File: config.mk
export PLATFORM = sky130hd
export DESIGN_NAME = control_unit_fsm
export DESIGN_NICKNAME = d
export VERILOG_FILES = /design/src/rtl/control_unit_fsm.sv
export SDC_FILE = /design/constraint.sdc
export NUM_CORES = 1
export LEC_CHECK = 0
export ABC_AREA = 0
export CAP_MARGIN = 20
export CORE_UTILIZATION = 36
export CTS_CLUSTER_DIAMETER = 80
export DETAILED_ROUTE_END_ITERATION = 10
export PLACE_DENSITY = 0.77
export SLEW_MARGIN = 20
export SYNTH_ARGS = -nofsm -noshare
export SYNTH_HDL_FRONTEND = slang
export SYNTH_SLANG_ARGS = --single-unit
File: constraint.sdc
create_clock -name CLK100MHZ -period 1.95 [get_ports CLK100MHZ]
set_clock_uncertainty 0.2 [all_clocks]
set_input_delay 0.39 -clock CLK100MHZ [delete_from_list [all_inputs] [get_ports CLK100MHZ]]
set_output_delay 0.39 -clock CLK100MHZ [all_outputs]
set_load 0.005 [all_outputs]
File: src/rtl/control_unit_fsm.sv
// rtl/control_unit_fsm.sv - multi-cycle fetch/decode/execute control unit for the 16-bit RISC core
module control_unit_fsm #(
    parameter int              PC_W     = 8,
    parameter logic [PC_W-1:0] RESET_PC = '0
) (
    input  logic            CLK100MHZ,
    input  logic            CPU_RESETN,
    output logic            mem_req,
    output logic            mem_we,
    output logic [PC_W-1:0] mem_addr,
    output logic [15:0]     mem_wdata,
    input  logic            mem_ack,
    input  logic [15:0]     mem_rdata,
    input  logic [15:0]     dp_a_data,
    input  logic            dp_zf_flag,
    output logic [7:0]      cu_imm,
    output logic [1:0]      cu_sel,
    output logic [3:0]      cu_write_addr,
    output logic            cu_write,
    output logic [3:0]      cu_a_addr,
    output logic            cu_a_read,
    output logic [3:0]      cu_b_addr,
    output logic            cu_b_read,
    output logic [3:0]      cu_alu_sel,
    output logic [PC_W-1:0] pc_out,
    output logic            halted
);

    localparam logic [3:0] OP_LDI  = 4'h8;
    localparam logic [3:0] OP_LD   = 4'h9;
    localparam logic [3:0] OP_ST   = 4'hA;
    localparam logic [3:0] OP_JMP  = 4'hB;
    localparam logic [3:0] OP_JZ   = 4'hC;
    localparam logic [3:0] OP_HALT = 4'hE;

    localparam logic [1:0] SEL_ALU = 2'b00;
    localparam logic [1:0] SEL_MEM = 2'b01;
    localparam logic [1:0] SEL_IMM = 2'b10;

    typedef enum logic [2:0] {
        ST_BOOT,
        ST_FETCH,
        ST_DECODE,
        ST_EXEC,
        ST_MEM,
        ST_HALT
    } state_t;

    state_t          state;
    state_t          state_next;
    logic [PC_W-1:0] pc;
    logic [PC_W-1:0] pc_next;
    logic [15:0]     ir;
    logic [15:0]     ir_next;

    // Instruction fields
    logic [3:0]      op;
    logic [3:0]      rd_field;
    logic [3:0]      ra_field;
    logic [3:0]      rb_field;
    logic [7:0]      imm8;
    logic [PC_W-1:0] imm_addr;
    logic            is_alu;
    logic [3:0]      a_field;

    assign op       = ir[15:12];
    assign rd_field = ir[11:8];
    assign ra_field = ir[7:4];
    assign rb_field = ir[3:0];
    assign imm8     = ir[7:0];
    assign imm_addr = PC_W'(imm8);
    assign is_alu   = ~op[3];

    // ST and JZ carry their source register in the rd slot; everything else reads ra.
    assign a_field  = ((op == OP_ST) || (op == OP_JZ)) ? rd_field : ra_field;

    assign pc_out   = pc;
    assign halted   = (state == ST_HALT);

    // State, PC and IR registers; reset abandons any request in flight.
    always_ff @(posedge CLK100MHZ or negedge CPU_RESETN) begin
        if (!CPU_RESETN) begin
            state <= ST_BOOT;
            pc    <= RESET_PC;
            ir    <= '0;
        end else begin
            state <= state_next;
            pc    <= pc_next;
            ir    <= ir_next;
        end
    end

    // Next state, PC update on fetch ack and branch resolution in EXEC.
    always_comb begin
        state_next = state;
        pc_next    = pc;
        ir_next    = ir;
        case (state)
            ST_BOOT: begin
                state_next = ST_FETCH;
            end
            ST_FETCH: begin
                if (mem_ack) begin
                    ir_next    = mem_rdata;
                    pc_next    = pc + PC_W'(1);
                    state_next = ST_DECODE;
                end
            end
            ST_DECODE: begin
                state_next = ST_EXEC;
            end
            ST_EXEC: begin
                state_next = ST_FETCH;
                case (op)
                    OP_LD, OP_ST: state_next = ST_MEM;
                    OP_JMP:       pc_next    = imm_addr;
                    OP_JZ: begin
                        if (dp_zf_flag) begin
                            pc_next = imm_addr;
                        end
                    end
                    OP_HALT:      state_next = ST_HALT;
                    default:      state_next = ST_FETCH;
                endcase
            end
            ST_MEM: begin
                if (mem_ack) begin
                    state_next = ST_FETCH;
                end
            end
            ST_HALT: begin
                state_next = ST_HALT;
            end
            default: begin
                state_next = ST_BOOT;
            end
        endcase
    end

    // Control outputs decoded from state and IR; the LD write strobe also follows mem_ack.
    always_comb begin
        mem_req       = 1'b0;
        mem_we        = 1'b0;
        mem_addr      = '0;
        mem_wdata     = '0;
        cu_imm        = '0;
        cu_sel        = SEL_ALU;
        cu_write_addr = '0;
        cu_write      = 1'b0;
        cu_a_addr     = '0;
        cu_a_read     = 1'b0;
        cu_b_addr     = '0;
        cu_b_read     = 1'b0;
        cu_alu_sel    = '0;

        // Register addresses stay on the bus from DECODE until the instruction retires
        // so A data remains valid for ST write data and the JZ zero flag.
        if ((state == ST_DECODE) || (state == ST_EXEC) || (state == ST_MEM)) begin
            cu_a_addr = a_field;
            cu_b_addr = rb_field;
            cu_a_read = 1'b1;
            cu_b_read = 1'b1;
            if (is_alu) begin
                cu_alu_sel = {1'b0, op[2:0]};
            end
        end

        case (state)
            ST_FETCH: begin
                mem_req  = 1'b1;
                mem_addr = pc;
            end
            ST_EXEC: begin
                if (is_alu) begin
                    cu_sel        = SEL_ALU;
                    cu_write      = 1'b1;
                    cu_write_addr = rd_field;
                end else if (op == OP_LDI) begin
                    cu_sel        = SEL_IMM;
                    cu_imm        = imm8;
                    cu_write      = 1'b1;
                    cu_write_addr = rd_field;
                end
            end
            ST_MEM: begin
                mem_req  = 1'b1;
                mem_addr = imm_addr;
                if (op == OP_ST) begin
                    mem_we    = 1'b1;
                    mem_wdata = dp_a_data;
                end else begin
                    cu_write_addr = rd_field;
                    if (mem_ack) begin
                        cu_sel   = SEL_MEM;
                        cu_write = 1'b1;
                    end
                end
            end
            default: begin
                mem_req = 1'b0;
            end
        endcase
    end

endmodule

==> flow_metrics.py, run 1 <==
metrics = {
    "grt": {
        "grt_max_degree": 28,
        "global_route.usage.total_pct": 28.3,
        "number_of_global_route_vias_before_repair": 2379,
        "number_of_antenna_violations_at_the_first_check_in_global_routing": 0,
        "overflow": 0,
        "grt_pass1_wl_um": 11800,
    },
    "synthesis": {
        "synth-async-reset-ratio_pct": 100,
        "synth_edf_count": 0,
        "postSynthAreaPerCell_um2": 7.94,
        "ys_ff_latch": 27,
        "dominantRegCellSynth": "sky130_fd_sc_hd__dfrtp_1",
        "synth_sequential_area_ratio_pct": 35.0,
        "synthDistinctLibCells": 49,
        "yosys_warnings": 0,
        "syn-instance-count": 243,
        "synth.cell_area_um2": 1930,
        "mappedNetlistNets": 280,
    },
    "final_layout": {
        "fin_util_pct": 77.3,
        "area_delta_synth_final_pct": 106,
        "commonest_non_fill_non_tap_cell_in_the_layout": "sky130_fd_sc_hd__buf_6",
        "final_cell_area_um2": 3970,
        "num_antenna_cells": 0,
        "layout_common_cells": "sky130_fd_sc_hd__buf_6, sky130_fd_sc_hd__nand2_1, sky130_fd_sc_hd__buf_4",
        "number_of_nets_at_the_end_of_the_flow": 456,
        "filler_cell_count": 332,
        "post_route_cells_drive_above_1_share_pct": 50.7,
        "finish.cell_count_without_fillers": 488,
    },
    "placement": {
        "final_weighted_congestion_in_routability_driven_placement": 0.887,
        "placed_area_um2": 3200,
        "port_buffer_cells": 98,
        "numPlacedInstances": 431,
        "post-dp-hpwl_um": 4670,
    },
    "pwr": {
        "leakage_nw": 1.90,
        "cellPowerDensity_nw_per_um2": 1360,
        "peakVddDrop_uv": 752,
        "total_power_mw": 5.41,
    },
    "floorplanning": {
        "row_count": 26,
        "design.core.area_um2": 5140,
        "initial_core_util_pct": 37.5,
        "die_width_um": 75.2,
        "die_h_um": 75.2,
        "die_area_um2": 5660,
        "io_pins": 100,
    },
    "critical_path": {
        "worst-setup-path-type": "reg2out",
        "critical_path_peak_fanout": 3,
        "crit_path_start_kind": "register",
        "cp.buffers_inverters": 4,
        "worstSetupEndpointType": "primary output",
        "worst-r2r-setup-slack_ns": -0.13,
        "timing.rr.start": "state[2]",
        "cells_along_the_critical_path": "and2b_1 -> nand2_2 -> nor4b_4 -> buf_6 -> buf_6 -> buf_6 -> and2_4 -> buf_6",
        "critPathSlowestCell": "sky130_fd_sc_hd__dfrtp_1",
        "r2r-end": "pc_out[3]",
        "crit_path_max_incr_delay_ns": 0.43,
        "worst-path-stages": 8,
        "arrival_ns": 2.02,
        "worstPathRequired_ns": 1.36,
        "critical-path-top-cell-by-count": "sky130_fd_sc_hd__buf_6",
        "worstRegToRegCells": 7,
        "category_of_cells_accounting_for_the_largest_share_of_critical_path_delay": "simple AND/OR/NAND/NOR gates",
    },
    "sta": {
        "worst_slack_ns": -0.658,
        "setup_repair_after_global_routing_missed_its_margin": "true",
        "hold_slack_ns": 0.271,
        "finalSetupViolations": 60,
        "final_min_period_over_clock_period_pct": 134,
        "achievable-frequency_mhz": 383,
        "layout_min_cycle_time_ns": 2.61,
        "timing_hold_violations_final": 0,
        "timing_max_transition_violations_final": 0,
    },
    "clock_network": {
        "clkLatencyLatePin_ns": 0.29,
        "numCtsBuffers": 3,
        "cts.htree.levels": 1,
        "ctsRootBufferMaster": "sky130_fd_sc_hd__clkbuf_8",
        "cts_tree": "done",
        "ctsHoldBuffers": 0,
        "cts_max_path_buffers": 2,
        "clk_pin_slew_worst_paths_ns": 0.11,
        "clock_sinks": 27,
    },
    "routing": {
        "num_vias": 2611,
        "drcViolationCount": 0,
        "drt_pre_antenna_iters": 5,
        "drt_wl_total_um": 9140,
        "route.detailed.wl_per_inst_um": 18.7,
        "vias_per_cell": 5.35,
        "initialDrtViolationCount": 219,
        "route.antenna.remaining_nets": 0,
    },
    "min_path": {
        "hold_class": "in2async",
    },
    "status": {
        "result_of_the_run": "complete, but fails checks",
        "violations": "negative setup slack",
    },
    "flow_run": {
        "max_cap_check_violation_count": 0,
    },
}
report_power, final:
| part | internal [mW] | leakage, nW | switching [mW] |
|---|---|---|---|
| Clock | 0.146 | 0.0217 | 0.213 |
| Combinational | 2.06 | 1.55 | 1.85 |
| Sequential | 0.822 | 0.332 | 0.319 |
| Total | 3.03 | 1.90 | 2.38 |
cell families after synthesis:
kind of cell	count (synthesis)	synth area share (%)
flip-flops	27	35.0
buffers and inverters	23	5.97
multiplexers	7	3.63
adder cells (fa/ha/maj)	1	0.648
XOR/XNOR	2	0.908
AO/OA/AOI/OAI	38	14.6
AND/OR/NAND/NOR	144	39.0
other	1	0.194
cell type report:
class	instances	area [um^2]	share of cell area, %
well taps	70	87.6	2.21
inverters	5	23.8	0.599
clock buffers	3	41.3	1.04
flip-flops and latches	27	677	17.0
repair buffers	189	1710	42.9
multi-input cells	193	1430	36.0
clock inverters	1	7.51	0.189
state kept, by name, summed over array words and instances, names as in the netlist:
signal  flops
state       3
ir         16
pc_out      8
layer usage:
layer	global-route usage [%]	vias up	part of all wire, %
met5	0	-	0
met3	5.09	37	10
met1	33.1	1236	35
met4	8.23	0	4.4
li1	-	1173	-
met2	52.6	165	51
worst max path at each step:
stage	start	to	slack [ns]
floorplan	state[1]	cu_b_read	-0.0003
global placement	ir[12]	cu_write_addr[1]	-0.42
detailed placement	state[0]	cu_imm[7]	-0.44
CTS	state[2]	cu_imm[0]	-0.54
global route	state[2]	cu_imm[2]	-0.68
finish	state[2]	cu_imm[2]	-0.66
cells in the mapped netlist, types with 2 or more instances:
library cell / n / area (um^2)
sky130_fd_sc_hd__buf_2: 3 / 15.0
sky130_fd_sc_hd__a221oi_1: 2 / 17.5
sky130_fd_sc_hd__and2_1: 29 / 181
sky130_fd_sc_hd__a41oi_1: 2 / 17.5
sky130_fd_sc_hd__and3_1: 3 / 18.8
sky130_fd_sc_hd__nor3b_1: 5 / 37.5
sky130_fd_sc_hd__nand3b_1: 2 / 15.0
sky130_fd_sc_hd__nor2b_1: 8 / 50.1
sky130_fd_sc_hd__o22ai_1: 2 / 12.5
sky130_fd_sc_hd__mux2i_1: 7 / 70.1
sky130_fd_sc_hd__inv_1: 5 / 18.8
sky130_fd_sc_hd__a21oi_1: 8 / 40.0
sky130_fd_sc_hd__o21a_1: 3 / 22.5
sky130_fd_sc_hd__clkbuf_2: 2 / 10.0
sky130_fd_sc_hd__a22oi_1: 7 / 52.6
sky130_fd_sc_hd__nor3_1: 5 / 25.0
sky130_fd_sc_hd__o211ai_1: 2 / 15.0
sky130_fd_sc_hd__nand3_1: 4 / 20.0
sky130_fd_sc_hd__o21ai_0: 2 / 10.0
sky130_fd_sc_hd__nand2b_1: 2 / 12.5
sky130_fd_sc_hd__clkbuf_1: 7 / 26.3
sky130_fd_sc_hd__nor2_1: 21 / 78.8
sky130_fd_sc_hd__dfrtp_1: 27 / 676
sky130_fd_sc_hd__buf_4: 4 / 30.0
sky130_fd_sc_hd__nand2_1: 55 / 206
sky130_fd_sc_hd__o2bb2ai_1: 3 / 26.3
worst register-to-register path, cell delays in order (launching register included):
cell and delay [ns]:
sky130_fd_sc_hd__dfrtp_1 0.43, sky130_fd_sc_hd__buf_4 0.15, sky130_fd_sc_hd__buf_6 0.12, sky130_fd_sc_hd__buf_4 0.14
sky130_fd_sc_hd__and4bb_2 0.36, sky130_fd_sc_hd__a41oi_2 0.15, sky130_fd_sc_hd__o21a_1 0.23, sky130_fd_sc_hd__a221oi_2 0.20
stage by stage:
step	setup TNS, ns	worst slack [ns]
2_1_floorplan	-0.000271	-0.000271
3_3_place_gp	-19.12	-0.423
3_5_place_dp	-20.88	-0.442
4_1_cts	-18.97	-0.538
5_1_grt	-29.29	-0.682
6_report	-25.99	-0.658
repair_timing:
item	in CTS	in global routing
endpoints found under the setup margin	56	61
pin swaps	26	26
buffers inserted	39	15
cloned	3	0
resized for setup	292	48
(Power assumes the default switching activity.)
==> run 2: changes to the inputs <==
--- a/config.mk
+++ b/config.mk
@@ -11,6 +11,7 @@
 export CTS_CLUSTER_DIAMETER = 80
 export DETAILED_ROUTE_END_ITERATION = 10
 export PLACE_DENSITY = 0.77
+export REMOVE_ABC_BUFFERS = 1
 export SLEW_MARGIN = 20
 export SYNTH_ARGS = -nofsm -noshare
 export SYNTH_HDL_FRONTEND = slang
==> flow_metrics.py, run 2 (synthesis gave the netlist of run 1 again) <==
metrics = {
    "critical_path": {
        "worstSetupEndpointType": "primary output",
        "critical_path_peak_fanout": 4,
        "crit_path_start_kind": "register",
        "arrival_ns": 1.88,
        "worstPathRequired_ns": 1.36,
        "worst-setup-path-type": "reg2out",
    },
    "floorplanning": {
        "design.core.area_um2": 5140,
        "die_area_um2": 5660,
        "io_pins": 100,
        "row_count": 26,
        "initial_core_util_pct": 37.5,
        "die_h_um": 75.2,
        "die_width_um": 75.2,
    },
    "routing": {
        "drt_pre_antenna_iters": 5,
        "drcViolationCount": 0,
        "drt_wl_total_um": 9020,
        "route.detailed.wl_per_inst_um": 18.8,
        "vias_per_cell": 5.44,
        "route.antenna.remaining_nets": 0,
        "initialDrtViolationCount": 180,
        "num_vias": 2612,
    },
    "final_layout": {
        "layout_common_cells": "sky130_fd_sc_hd__buf_6, sky130_fd_sc_hd__nand2_1, sky130_fd_sc_hd__buf_4",
        "num_antenna_cells": 0,
        "commonest_non_fill_non_tap_cell_in_the_layout": "sky130_fd_sc_hd__buf_6",
        "filler_cell_count": 331,
        "most_flop_heavy_register": "ir",
        "number_of_nets_at_the_end_of_the_flow": 448,
        "post_route_cells_drive_above_1_share_pct": 51.2,
        "area_delta_synth_final_pct": 105,
        "sequential_cell_area_um2": 677,
        "largest_register_ff_count": 16,
        "multiInputGateArea_um2": 1450,
        "finish.cell_count_without_fillers": 480,
    },
    "pwr": {
        "total_power_mw": 5.56,
        "p_int_mw": 3.18,
        "leakage_nw": 1.89,
        "pwr-share-seq_pct": 20.5,
        "power.combinational.fraction_pct": 73.8,
        "power.share.clock_pct": 5.7,
        "peakVddDrop_uv": 735,
        "cellPowerDensity_nw_per_um2": 1410,
        "switching_share_pct": 42.9,
        "netSwitchingPower_mw": 2.39,
    },
    "placement": {
        "numPlacedInstances": 434,
        "detailedPlace.worstSlack_ns": -0.544,
        "post-dp-hpwl_um": 4720,
        "port_buffer_cells": 98,
        "final_weighted_congestion_in_routability_driven_placement": 0.883,
    },
    "clock_network": {
        "clk_pin_slew_worst_paths_ns": 0.09,
        "numCtsBuffers": 3,
        "ctsRootBufferMaster": "sky130_fd_sc_hd__clkbuf_8",
        "cts_tree": "done",
        "cts.htree.levels": 1,
        "clock_sinks": 27,
        "clkLatencyLatePin_ns": 0.27,
        "cts_max_path_buffers": 2,
    },
    "grt": {
        "global_route.usage.total_pct": 30.1,
        "grt_pass1_wl_um": 12600,
        "grt_max_degree": 28,
        "number_of_antenna_violations_at_the_first_check_in_global_routing": 0,
        "overflow": 0,
        "number_of_global_route_vias_before_repair": 2655,
    },
    "sta": {
        "achievable-frequency_mhz": 404,
        "layout_min_cycle_time_ns": 2.47,
        "finalSetupViolations": 56,
        "timing_hold_violations_final": 0,
        "setup_repair_after_global_routing_missed_its_margin": "true",
        "final_min_period_over_clock_period_pct": 127,
        "timing_max_transition_violations_final": 0,
        "worst_slack_ns": -0.524,
    },
    "flow_run": {
        "max_cap_check_violation_count": 0,
    },
    "min_path": {
        "hold_class": "in2async",
    },
    "status": {
        "result_of_the_run": "complete, but fails checks",
        "violations": "negative setup slack",
    },
}
run 2: timing repair:
action,4_1_cts,5_1_grt
pin swaps,39,23
hold buffers,0,0
buffers inserted,37,9
setup endpoints to repair,57,65
resized for setup,300,65
cloned,4,0
run 2: area by class of cell:
class / count / area share, %
multi-input cells: 193 / 36.5
inverters: 5 / 0.601
clock buffers: 4 / 1.14
flip-flops and latches: 27 / 17.1
repair buffers: 181 / 42.4
well taps: 70 / 2.21
run 2: metrics by stage:
stage | instance area (um^2) | setup TNS, ns | utilization [%] | hold slack, ns
finish | 3960 | -19.62 | 77.0 | 0.295
CTS | 3720 | -15.49 | 72.3 | 0.309
floorplan | 1830 | -5.37 | - | -0.106
global route | 3960 | -22.81 | 77.0 | 0.320
global placement | 3210 | -22.16 | 62.4 | 0.286
detailed placement | 3210 | -24.96 | 62.4 | 0.290
run 2: metal layers:
metal	routed length (um)	track usage, %	up-vias
met4	358	13.2	0
met3	852	5.09	40
met2	4580	55.2	185
li1	-	-	1158
met1	3230	34.2	1229
met5	0	0	-
run 2: final timing paths:
check	to	startpoint	slack, ns	cells past startpoint
worst max-delay path	cu_imm[3]	state[2]	-0.52	7
worst min-delay path	ir[3]	CPU_RESETN	0.29	2
worst max register to register	pc_out[3]	state[0]	-0.06	8
max in group asynchronous	ir[14]	CPU_RESETN	0.96	2
worst min register to register	ir[10]	ir[10]	0.30	2
min in group CLK100MHZ	ir[10]	ir[10]	0.30	2
run 2: power groups by stage:
stage               Clock, mW  Combinational [mW]  Sequential (mW)
floorplan                   0                1.14             1.17
global placement            0                2.79             1.08
detailed placement          0                2.84             1.09
finish                  0.318                4.10             1.14
global route            0.352                4.31             1.17
CTS                     0.325                3.56             1.12
run 2: worst max-delay path, cell delays in order, from the launching register on:
cell	delay [ns]
sky130_fd_sc_hd__dfrtp_1	0.41
sky130_fd_sc_hd__and2b_1	0.26
sky130_fd_sc_hd__nand2_2	0.10
sky130_fd_sc_hd__nor4b_4	0.32
sky130_fd_sc_hd__buf_4	0.20
sky130_fd_sc_hd__buf_6	0.10
sky130_fd_sc_hd__and2_4	0.14
sky130_fd_sc_hd__buf_6	0.09
